<file path="src/rtl/alu_issue_ctrl_pkg.sv">
// -----------------------------------------------------------------------------
// alu_issue_pkg
// Shared definitions for the FP ALU issue/capture stage.
//   - opcode encodings as presented on the ALU 'o' input
//   - control FSM state encoding
//   - IEEE-754 single-precision field geometry
//   - select_result(): picks the ALU output that belongs to an opcode
// -----------------------------------------------------------------------------
package alu_issue_pkg;

    // Opcodes. Any opcode with the MSB set is a compare.
    localparam logic [2:0] OP_ADD     = 3'b000;
    localparam logic [2:0] OP_SUB     = 3'b001;
    localparam logic [2:0] OP_MUL     = 3'b010;
    localparam logic [2:0] OP_DIV     = 3'b011;
    localparam int         OP_CMP_MSB = 2;

    // Control states.
    typedef enum logic [1:0] {
        IDLE   = 2'd0,
        SETTLE = 2'd1,
        RESP   = 2'd2
    } state_e;

    // IEEE-754 single-precision fields.
    localparam int         EXP_W    = 8;
    localparam int         MAN_W    = 23;
    localparam logic [7:0] EXP_ALL1 = 8'hFF;

    // Result multiplexer. A compare returns the comparator bit in the LSB;
    // add and sub share one ALU output.
    function automatic logic [31:0] select_result(
        input logic [2:0]  op,
        input logic [31:0] add_sub,
        input logic [31:0] mul,
        input logic [31:0] div,
        input logic        z
    );
        logic [31:0] res;
        if (op[OP_CMP_MSB]) begin
            res = {31'b0, z};
        end else begin
            case (op[1:0])
                2'b00, 2'b01: res = add_sub;
                2'b10:        res = mul;
                default:      res = div;
            endcase
        end
        return res;
    endfunction

endpackage

</file>
<file path="src/rtl/alu_issue_ctrl_if.sv">
// -----------------------------------------------------------------------------
// alu_issue_ctrl_if
// Bundles the three buses around the issue stage:
//   request  : req_valid/req_ready, req_a, req_b, req_op
//   ALU side : alu_a/alu_b/alu_o to the ALU, alu_add_sub/alu_mul/alu_div/alu_z back
//   response : resp_valid/resp_ready, resp_data, resp_nan/resp_inf/resp_zero
// Modports:
//   slave  - the issue stage itself
//   master - the surroundings (operand source, ALU, result consumer)
// -----------------------------------------------------------------------------
interface alu_issue_ctrl_if;

    logic        req_valid;
    logic        req_ready;
    logic [31:0] req_a;
    logic [31:0] req_b;
    logic [2:0]  req_op;

    logic [31:0] alu_a;
    logic [31:0] alu_b;
    logic [2:0]  alu_o;
    logic [31:0] alu_add_sub;
    logic [31:0] alu_mul;
    logic [31:0] alu_div;
    logic        alu_z;

    logic        resp_valid;
    logic        resp_ready;
    logic [31:0] resp_data;
    logic        resp_nan;
    logic        resp_inf;
    logic        resp_zero;

    modport slave (
        input  req_valid, req_a, req_b, req_op,
        output req_ready,
        output alu_a, alu_b, alu_o,
        input  alu_add_sub, alu_mul, alu_div, alu_z,
        output resp_valid, resp_data, resp_nan, resp_inf, resp_zero,
        input  resp_ready
    );

    modport master (
        output req_valid, req_a, req_b, req_op,
        input  req_ready,
        input  alu_a, alu_b, alu_o,
        output alu_add_sub, alu_mul, alu_div, alu_z,
        input  resp_valid, resp_data, resp_nan, resp_inf, resp_zero,
        output resp_ready
    );

endinterface

</file>
<file path="src/rtl/alu_issue_ctrl_fp_classify.sv">
// -----------------------------------------------------------------------------
// fp_classify
// Combinational IEEE-754 single-precision classifier.
// Ports:
//   value_i [31:0] : value to classify
//   nan_o          : exponent all ones, mantissa non-zero
//   inf_o          : exponent all ones, mantissa zero (either sign)
//   zero_o         : exponent zero, mantissa zero (either sign)
// -----------------------------------------------------------------------------
module fp_classify
    import alu_issue_pkg::*;
(
    input  logic [31:0] value_i,
    output logic        nan_o,
    output logic        inf_o,
    output logic        zero_o
);

    logic [EXP_W-1:0] exp_field;
    logic [MAN_W-1:0] man_field;
    logic             man_nonzero;
    logic             unused_sign;

    assign exp_field   = value_i[MAN_W +: EXP_W];
    assign man_field   = value_i[MAN_W-1:0];
    assign man_nonzero = |man_field;
    // Classification is sign-independent.
    assign unused_sign = value_i[31];

    assign nan_o  = (exp_field == EXP_ALL1) &&  man_nonzero;
    assign inf_o  = (exp_field == EXP_ALL1) && !man_nonzero;
    assign zero_o = (exp_field == '0)       && !man_nonzero;

endmodule

</file>
<file path="src/rtl/alu_issue_ctrl.sv">
// -----------------------------------------------------------------------------
// alu_issue_ctrl
// Issue/capture stage for a purely combinational FP ALU. Accepts one request,
// holds the operands on the ALU inputs for SETTLE_CYCLES clocks so the deep
// paths (notably the divider) settle, then registers the opcode-selected
// result with NaN/inf/zero flags and offers it on a valid/ready handshake.
// Parameters:
//   SETTLE_CYCLES : clocks from accept edge to capture edge (1..255)
//   CNT_W         : width of the completed-operation counter
// Ports:
//   clk, rst      : clock, asynchronous active-high reset
//   bus (slave)   : request, ALU and response buses
//   done_count    : completed response handshakes, wraps
// -----------------------------------------------------------------------------
module alu_issue_ctrl
    import alu_issue_pkg::*;
#(
    parameter int SETTLE_CYCLES = 4,
    parameter int CNT_W         = 16
) (
    input  logic              clk,
    input  logic              rst,
    alu_issue_ctrl_if.slave   bus,
    output logic [CNT_W-1:0]  done_count
);

    if (SETTLE_CYCLES < 1 || SETTLE_CYCLES > 255) begin : g_bad_settle
        $error("alu_issue_ctrl: SETTLE_CYCLES must be in 1..255");
    end

    // The counter is loaded with SETTLE_CYCLES-1 at accept and captures when
    // it reaches zero, so capture lands exactly SETTLE_CYCLES edges later.
    localparam logic [7:0] SETTLE_LOAD = 8'(SETTLE_CYCLES - 1);

    state_e           state_q,     state_d;
    logic [7:0]       cnt_q,       cnt_d;
    logic [31:0]      alu_a_q,     alu_a_d;
    logic [31:0]      alu_b_q,     alu_b_d;
    logic [2:0]       alu_o_q,     alu_o_d;
    logic [31:0]      resp_data_q, resp_data_d;
    logic             resp_nan_q,  resp_nan_d;
    logic             resp_inf_q,  resp_inf_d;
    logic             resp_zero_q, resp_zero_d;
    logic [CNT_W-1:0] done_q,      done_d;

    logic [31:0]      sel_value;
    logic             sel_nan;
    logic             sel_inf;
    logic             sel_zero;
    logic             is_cmp;

    // Result selection runs off the registered opcode, i.e. the one the ALU
    // is actually computing.
    assign sel_value = select_result(alu_o_q, bus.alu_add_sub, bus.alu_mul,
                                     bus.alu_div, bus.alu_z);
    assign is_cmp    = alu_o_q[OP_CMP_MSB];

    fp_classify u_classify (
        .value_i (sel_value),
        .nan_o   (sel_nan),
        .inf_o   (sel_inf),
        .zero_o  (sel_zero)
    );

    always_ff @(posedge clk or posedge rst) begin
        if (rst) begin
            state_q     <= IDLE;
            cnt_q       <= '0;
            alu_a_q     <= '0;
            alu_b_q     <= '0;
            alu_o_q     <= OP_ADD;
            resp_data_q <= '0;
            resp_nan_q  <= 1'b0;
            resp_inf_q  <= 1'b0;
            resp_zero_q <= 1'b0;
            done_q      <= '0;
        end else begin
            state_q     <= state_d;
            cnt_q       <= cnt_d;
            alu_a_q     <= alu_a_d;
            alu_b_q     <= alu_b_d;
            alu_o_q     <= alu_o_d;
            resp_data_q <= resp_data_d;
            resp_nan_q  <= resp_nan_d;
            resp_inf_q  <= resp_inf_d;
            resp_zero_q <= resp_zero_d;
            done_q      <= done_d;
        end
    end

    always_comb begin
        state_d     = state_q;
        cnt_d       = cnt_q;
        alu_a_d     = alu_a_q;
        alu_b_d     = alu_b_q;
        alu_o_d     = alu_o_q;
        resp_data_d = resp_data_q;
        resp_nan_d  = resp_nan_q;
        resp_inf_d  = resp_inf_q;
        resp_zero_d = resp_zero_q;
        done_d      = done_q;

        case (state_q)
            IDLE: begin
                // req_ready is high throughout IDLE, so valid alone accepts.
                if (bus.req_valid) begin
                    alu_a_d = bus.req_a;
                    alu_b_d = bus.req_b;
                    alu_o_d = bus.req_op;
                    cnt_d   = SETTLE_LOAD;
                    state_d = SETTLE;
                end
            end
            SETTLE: begin
                if (cnt_q == 8'd0) begin
                    resp_data_d = sel_value;
                    resp_nan_d  = !is_cmp && sel_nan;
                    resp_inf_d  = !is_cmp && sel_inf;
                    resp_zero_d = !is_cmp && sel_zero;
                    state_d     = RESP;
                end else begin
                    cnt_d = cnt_q - 8'd1;
                end
            end
            RESP: begin
                if (bus.resp_ready) begin
                    done_d  = done_q + CNT_W'(1);
                    state_d = IDLE;
                end
            end
            default: begin
                state_d = IDLE;
            end
        endcase
    end

    assign bus.req_ready  = (state_q == IDLE);
    assign bus.resp_valid = (state_q == RESP);
    assign bus.alu_a      = alu_a_q;
    assign bus.alu_b      = alu_b_q;
    assign bus.alu_o      = alu_o_q;
    assign bus.resp_data  = resp_data_q;
    assign bus.resp_nan   = resp_nan_q;
    assign bus.resp_inf   = resp_inf_q;
    assign bus.resp_zero  = resp_zero_q;
    assign done_count     = done_q;

endmodule
</file>
<file path="src/flat_wrapper.sv">
// flat-port wrapper written by rule: the top's interface ports become plain ports
module alu_issue_ctrl_flat import alu_issue_pkg::*;
#(
    parameter int SETTLE_CYCLES = 4,
    parameter int CNT_W         = 16
)
  (clk, rst, done_count, bus_req_valid, bus_req_a, bus_req_b, bus_req_op, bus_req_ready, bus_alu_a, bus_alu_b, bus_alu_o, bus_alu_add_sub, bus_alu_mul, bus_alu_div, bus_alu_z, bus_resp_valid, bus_resp_data, bus_resp_nan, bus_resp_inf, bus_resp_zero, bus_resp_ready);
  alu_issue_ctrl_if bus_i ();
  input  logic clk;
  input  logic rst;
  output logic [CNT_W-1:0] done_count;
  input wire logic [$bits(bus_i.req_valid)-1:0] bus_req_valid;
  input wire logic [$bits(bus_i.req_a)-1:0] bus_req_a;
  input wire logic [$bits(bus_i.req_b)-1:0] bus_req_b;
  input wire logic [$bits(bus_i.req_op)-1:0] bus_req_op;
  output wire logic [$bits(bus_i.req_ready)-1:0] bus_req_ready;
  output wire logic [$bits(bus_i.alu_a)-1:0] bus_alu_a;
  output wire logic [$bits(bus_i.alu_b)-1:0] bus_alu_b;
  output wire logic [$bits(bus_i.alu_o)-1:0] bus_alu_o;
  input wire logic [$bits(bus_i.alu_add_sub)-1:0] bus_alu_add_sub;
  input wire logic [$bits(bus_i.alu_mul)-1:0] bus_alu_mul;
  input wire logic [$bits(bus_i.alu_div)-1:0] bus_alu_div;
  input wire logic [$bits(bus_i.alu_z)-1:0] bus_alu_z;
  output wire logic [$bits(bus_i.resp_valid)-1:0] bus_resp_valid;
  output wire logic [$bits(bus_i.resp_data)-1:0] bus_resp_data;
  output wire logic [$bits(bus_i.resp_nan)-1:0] bus_resp_nan;
  output wire logic [$bits(bus_i.resp_inf)-1:0] bus_resp_inf;
  output wire logic [$bits(bus_i.resp_zero)-1:0] bus_resp_zero;
  input wire logic [$bits(bus_i.resp_ready)-1:0] bus_resp_ready;
  assign bus_i.req_valid = bus_req_valid;
  assign bus_i.req_a = bus_req_a;
  assign bus_i.req_b = bus_req_b;
  assign bus_i.req_op = bus_req_op;
  assign bus_req_ready = bus_i.req_ready;
  assign bus_alu_a = bus_i.alu_a;
  assign bus_alu_b = bus_i.alu_b;
  assign bus_alu_o = bus_i.alu_o;
  assign bus_i.alu_add_sub = bus_alu_add_sub;
  assign bus_i.alu_mul = bus_alu_mul;
  assign bus_i.alu_div = bus_alu_div;
  assign bus_i.alu_z = bus_alu_z;
  assign bus_resp_valid = bus_i.resp_valid;
  assign bus_resp_data = bus_i.resp_data;
  assign bus_resp_nan = bus_i.resp_nan;
  assign bus_resp_inf = bus_i.resp_inf;
  assign bus_resp_zero = bus_i.resp_zero;
  assign bus_i.resp_ready = bus_resp_ready;
  alu_issue_ctrl #(.SETTLE_CYCLES(SETTLE_CYCLES), .CNT_W(CNT_W)) u_core (.clk(clk), .rst(rst), .bus(bus_i), .done_count(done_count));
endmodule
</file>
<file path="config.mk">
export PLATFORM = sky130hd
export DESIGN_NAME = alu_issue_ctrl_flat
export DESIGN_NICKNAME = d
export VERILOG_FILES = /design/src/rtl/alu_issue_ctrl_pkg.sv /design/src/rtl/alu_issue_ctrl_if.sv /design/src/rtl/alu_issue_ctrl_fp_classify.sv /design/src/rtl/alu_issue_ctrl.sv /design/src/flat_wrapper.sv
export SDC_FILE = /design/constraint.sdc
export NUM_CORES = 1
export LEC_CHECK = 0
export ABC_AREA = 1
export CAP_MARGIN = 20
export CORE_AREA = 2 2 113 115
export DETAILED_ROUTE_END_ITERATION = 8
export DIE_AREA = 0 0 115 117
export DONT_BUFFER_PORTS = 1
export SLEW_MARGIN = 20
export SYNTH_ARGS = -nofsm -noshare
export SYNTH_HDL_FRONTEND = slang
export SYNTH_SLANG_ARGS = --single-unit
</file>
<file path="constraint.sdc">
create_clock -name clk -period 5.4 [get_ports clk]
set_input_delay 0.54 -clock clk [delete_from_list [all_inputs] [get_ports clk]]
set_output_delay 0.54 -clock clk [all_outputs]
set_load 0.02 [all_outputs]
</file>
== Word level (Yosys, flattened, before mapping) ==
Index checks and enable logic that the tools add are counted.

* $add $sub $neg: 2
* Equality and inequality tests: 9
* Multiplexer cells: 9
* Reductions and logical operators: 20

{| class="wikitable"
|+ Operators with widths
! operator !! number
|-
| 32-bit one-hot mux with 2 select lines || 1
|-
| 32-bit 2-to-1 mux || 1
|-
| 23-bit OR reduction || 1
|-
| 16-bit by 1-bit adder with 16-bit output, second input constant || 1
|-
| 8-bit zero test || 2
|-
| 8-bit 2-to-1 mux || 2
|-
| 8-bit one-hot mux with 2 select lines || 1
|-
| 8-bit equality test, second input constant || 1
|-
| 8-bit by 1-bit subtractor with 8-bit output, second input constant || 1
|-
| 1-bit logical AND || 6
|-
| 2-bit 2-to-1 mux || 3
|-
| 2-bit one-hot mux with 3 select lines || 1
|-
| 2-bit AND reduction || 3
|-
| 3-bit AND reduction || 2
|-
| 2-bit by 1-bit equality test with 1-bit output, second input constant || 2
|-
| 2-bit equality test, second input constant || 2
|-
| 2-bit zero test || 2
|-
| 2-bit by 1-bit inequality test with 1-bit output, second input constant || 2
|-
| 2-bit inequality test, second input constant || 2
|-
| 1-bit zero test || 2
|-
| 2-bit nonzero test || 1
|-
| 2-bit OR reduction || 1
|}

* Register bits: 128
* Logic and storage cells: 50

== Depth between registers and ports, before layout ==
* Word-level depth: 8
* Mapped depth: 13
* Mapped depth without buffers: 11

== By module ==
Synthesis repeated with hierarchy kept, for this count alone.

* Cell total of the unflattened synthesis: 830
* Area total of the unflattened synthesis: 6213.5 µm²

{| class="wikitable"
|+ Modules (own cells, without submodules)
! module !! times used !! cells an instance !! area each (µm²) !! sequential area each (µm²)
|-
| alu_issue_ctrl || 1 || 794 || 6070.8 || 3203.1
|-
| fp_classify || 1 || 36 || 142.6 || 0.0
|}

== Worst setup path before layout ==
Ideal clock, no wire load.

* Path type: register -> register
* From: register u_core.state_q[0]
* To: register u_core.done_q[13] (netlist: u_core.done_count[13])
* Arrival time: 1537 ps
* Required time: 5280 ps
* Path slack: 3743 ps
* Cell stages (with the launch flop): 9
* Buffers on the path: 0
* Clock period less this slack: 1657 ps
* Path through: dfrtp_1 nor2_2 nand2_2 nor3_2 nand2_1 nor2_2 nand3_1 o21ai_0 nand2_1

* Cells in the longest elaborated chain, start to end: 2

{| class="wikitable"
|+ Ends and longest elaborated chain
! what !! RTL line !! text
|-
| start: declaration || alu_issue_ctrl.sv:35 || <nowiki>state_e state_q, state_d;</nowiki>
|-
| start signal: assignment || alu_issue_ctrl.sv:78 || <nowiki>state_q <= state_d;</nowiki>
|-
| 2-bit equality test || - ||
|-
| via bus_resp_valid || flat_wrapper.sv:24 || <nowiki>output wire logic [$bits(bus_i.resp_valid)-1:0] bus_resp_valid;</nowiki>
|-
| 2-bit AND reduction (no line) || - ||
|-
| end signal: assignment || alu_issue_ctrl.sv:87 || <nowiki>done_q <= done_d;</nowiki>
|-
| end: declaration || alu_issue_ctrl.sv:44 || <nowiki>logic [CNT_W-1:0] done_q, done_d;</nowiki>
|}

The timed path passes the listed nets, and every way through them passes these cells.
A chain may end at the register's enable or synchronous reset.

== Worst setup path after layout ==
* From: register u_core.state_q[0]
* To: register u_core.cnt_q[4]

* Cells in the longest elaborated chain, start to end: 3
* Elaborated cells on any way between the ends: 7

{| class="wikitable"
|+ Ends and longest elaborated chain
! what !! RTL line !! text
|-
| 2-bit zero test * || - ||
|-
| via bus_req_ready || flat_wrapper.sv:16 || <nowiki>output wire logic [$bits(bus_i.req_ready)-1:0] bus_req_ready;</nowiki>
|-
| 2-bit inequality test (no line) / 2-bit nonzero test (equally long branches) || - ||
|-
| 3-bit AND reduction (no line) || - ||
|-
| end signal: assignment || alu_issue_ctrl.sv:79 || <nowiki>cnt_q <= cnt_d;</nowiki>
|-
| end: declaration || alu_issue_ctrl.sv:36 || <nowiki>logic [7:0] cnt_q, cnt_d;</nowiki>
|}

Mark *: on every way through the listed nets, which the timed path passes. The rest lies on a longest branch.

==> run_results.csv <==
group,metric,value,unit
timing,finalSetupTns,0,ps
timing,max_clock_freq,0.3316,GHz
floorplanning,die_w,115,um
synthesis,syn_area,0.006038,mm2
clock_tree,clk_latency,410,ps
synthesis,netlist_instances,758,
clock_tree,cts_tree,"done",
layout,drive_above_1_share,8.101,%
layout,final_cells,903,
clock_tree,cts.sinks,128,
grt,use_met1,27.38,%
clock_tree,postCtsSetupRepairBufs,0,
timing,rsz0062_at_grt,"false",
critical_path,startpoint,"u_core.state_q[0]",
grt,grt_use_met3,9.166,%
timing,maxSlewHeadroom,34.61,%
critical_path,worstReg2RegStart,"u_core.state_q[0]",
clock_tree,clk_path_buf_depth,2,
grt,grt.busiest_layer,"met2",
layout,syn2layout_area_growth,9.967,%
layout,mostFrequentLayoutCells,"359 x nand2_1, 127 x dfrtp_1, 73 x nand3_1",
worst_hold_path,hp-class,"input pin to async pin",
floorplanning,io_pins,288,
place,post-dp-hpwl,10830,um
critical_path,crit_path_top_delay_cell,"clkinv_2",
timing,finalClockSkew,7.041,ps
layout,final_cell_area,0.006640,mm2
grt,antenna_found_initial,0,
synthesis,avgSynthCellArea,7.966,um2
synthesis,ys_seq_elements,128,
clock_tree,hold_buffers,0,
critical_path,crit_fanout,72,
routing,firstDrtPassIters,4,
layout,diodes,0,
floorplanning,die_area,0.01346,mm2
critical_path,r2r_slack,2380,ps
floorplanning,initial_core_util,49.04,%
clock_tree,cts-buffers-inserted,17,
grt,grt-ovfl-total,0,
critical_path,cp-end-kind,"flop",
timing,min_period_over_period,55.84,%
routing,wl,15080,um
grt,first_global_vias,4792,
place,numPortBuffers,0,
pwr,irDropWorstVdd,0.3152,mV
critical_path,crit_chain,"nor2_1 > nand2_4 > clkinv_2 > nor2_4 > inv_2 > nand3_1 > nand2_1 > and2_1",
synthesis,ys_warn_count,0,
grt,grtUsageMet2,34.90,%
clock_tree,root_buffer,"clkbuf_16",
routing,routed_via_density,5.406,
pwr,powerDensity,676.1,mW/mm2
grt,grt_pass1_wl,23430,um
critical_path,critical_path.startpoint_type,"flop",
place,dp_cells,873,
outcome,status,"finished, final reports clean",
timing,final_max_slew_viol_count,0,
floorplanning,rows,41,
synthesis,yosysUniqueCellTypes,34,
flow_run,maxCapViolCount,0,
timing,hold_viol,0,
critical_path,cp_data_arrival_time,3310,ps
critical_path,r2r_cells,8,
timing,worstMarginPinSlew,980.9,ps
grt,grtUsageTotal,22.38,%
routing,vias,4882,
pwr,leakagePower,3.416,nW
critical_path,regToRegEndpoint,"u_core.cnt_q[4]",
timing,setup_violations,0,
clock_tree,cts_max_level,4,
clock_tree,cts_resized,0,
critical_path,required,5700,ps
pwr,p_total,0.004489,W
synthesis,syn-num-nets,928,
clock_tree,path_clk_slew,60,ps
place,place_ws,2288,ps
timing,fin_ws,2385,ps
synthesis,synth-seq-area-share,53.05,%
routing,drtIter0Drc,258,
place,place_area,0.006056,mm2
floorplanning,core-area,0.01231,mm2
routing,drc,0,
floorplanning,die_h,117,um
grt,grt_max_degree,73,
place,place_congestion,0.8690,
layout,final_common_cell,"nand2_1",
timing,final.min_clock_period,3015,ps
critical_path,slowest_delay,920,ps
routing,postRouteAntennaNets,0,
critical_path,worstSetupPathType,"flop to flop",
layout,nNetsFinal,912,
routing,wl_per_cell,16.70,um
registers in the layout, summed over array words and instances, names as in the netlist:
register and flops:
u_core.bus.alu_b 32, u_core.bus.alu_o 3, u_core.bus.resp_zero 1, u_core.bus.resp_data 32
u_core.bus.resp_nan 1, u_core.bus.alu_a 32, u_core.state_q 2, u_core.done_count 16
u_core.bus.resp_inf 1, u_core.cnt_q 8
how the worst max path moves through the flow:
stage                                      to  slack [ps]
final                         u_core.cnt_q[4]        2380
after global routing          u_core.cnt_q[4]        2050
after CTS                     u_core.cnt_q[4]        2270
after detailed placement      u_core.cnt_q[4]        2290
after global placement        u_core.cnt_q[4]        1950
after floorplan           u_core.bus.alu_a[0]        1450
area by class of cell:
type / instances / area (um2)
Clock buffer: 24 / 501.7
Sequential cell: 128 / 3204
Multi-Input combinational cell: 567 / 2545
Inverter: 26 / 106.4
Timing Repair Buffer: 2 / 15.01
Fill cell: 1159 / 5672
Tap cell: 150 / 187.7
Clock inverter: 6 / 80.08
power by group:
| part | switching, W | internal, W | total [W] |
|---|---|---|---|
| clock network | 0.000389 | 0.000732 | 0.00112 |
| logic | 0.000762 | 0.000389 | 0.00115 |
| registers | 0.000862 | 0.00135 | 0.00222 |
| total | 0.00201 | 0.00248 | 0.00449 |
through the flow:
step | hold slack [ps] | util (%)
floorplan | 439.6 | -
global placement | 455.6 | 49.15
detailed placement | 481.7 | 49.19
CTS | 174.6 | 53.91
global route | 197.3 | 53.93
finish | 145.2 | 53.93
critical path: cells and delay by family (launching register included):
family / cells / cell delay (ps)
DFF: 1 / 390
and+or+nand+nor: 6 / 1480
buffers and inverters: 2 / 1030
cells by family (layout without fill, tap and decap cells):
group / Yosys count / after routing / share of synthesized area, %
AOI/OAI and AO/OA: 57 / 57 / 5.180
xor gates and xnor gates: 16 / 16 / 2.321
adders and majority gates: 2 / 2 / 0.4144
buffers and inverters: 63 / 58 / 5.014
DFF: 128 / 128 / 53.05
and+or+nand+nor: 492 / 492 / 34.02
cells in the mapped netlist, drive strengths merged:
master	n	area, um2
a21oi	5	28.78
a22o	1	8.760
a31oi	1	6.260
a41oi	1	8.760
and2	1	6.260
buf	24	151.4
clkbuf	13	48.80
dfrtp	128	3203
ha	2	25.02
inv	26	102.6
nand2	365	1388
nand3	80	430.4
nand3b	2	15.01
nand4	3	18.77
nor2	39	178.9
nor3	1	10.01
nor3b	1	7.510
o21ai	43	215.2
o31ai	6	45.04
xnor2	8	70.07
xor2	8	70.07
per-layer routing:
metal	routed length [um]	up-vias
met4	451	0
met2	7000	208
met3	1384	36
met1	6242	2272
li1	-	2366
met5	0	-
(Power assumes the default switching activity.)
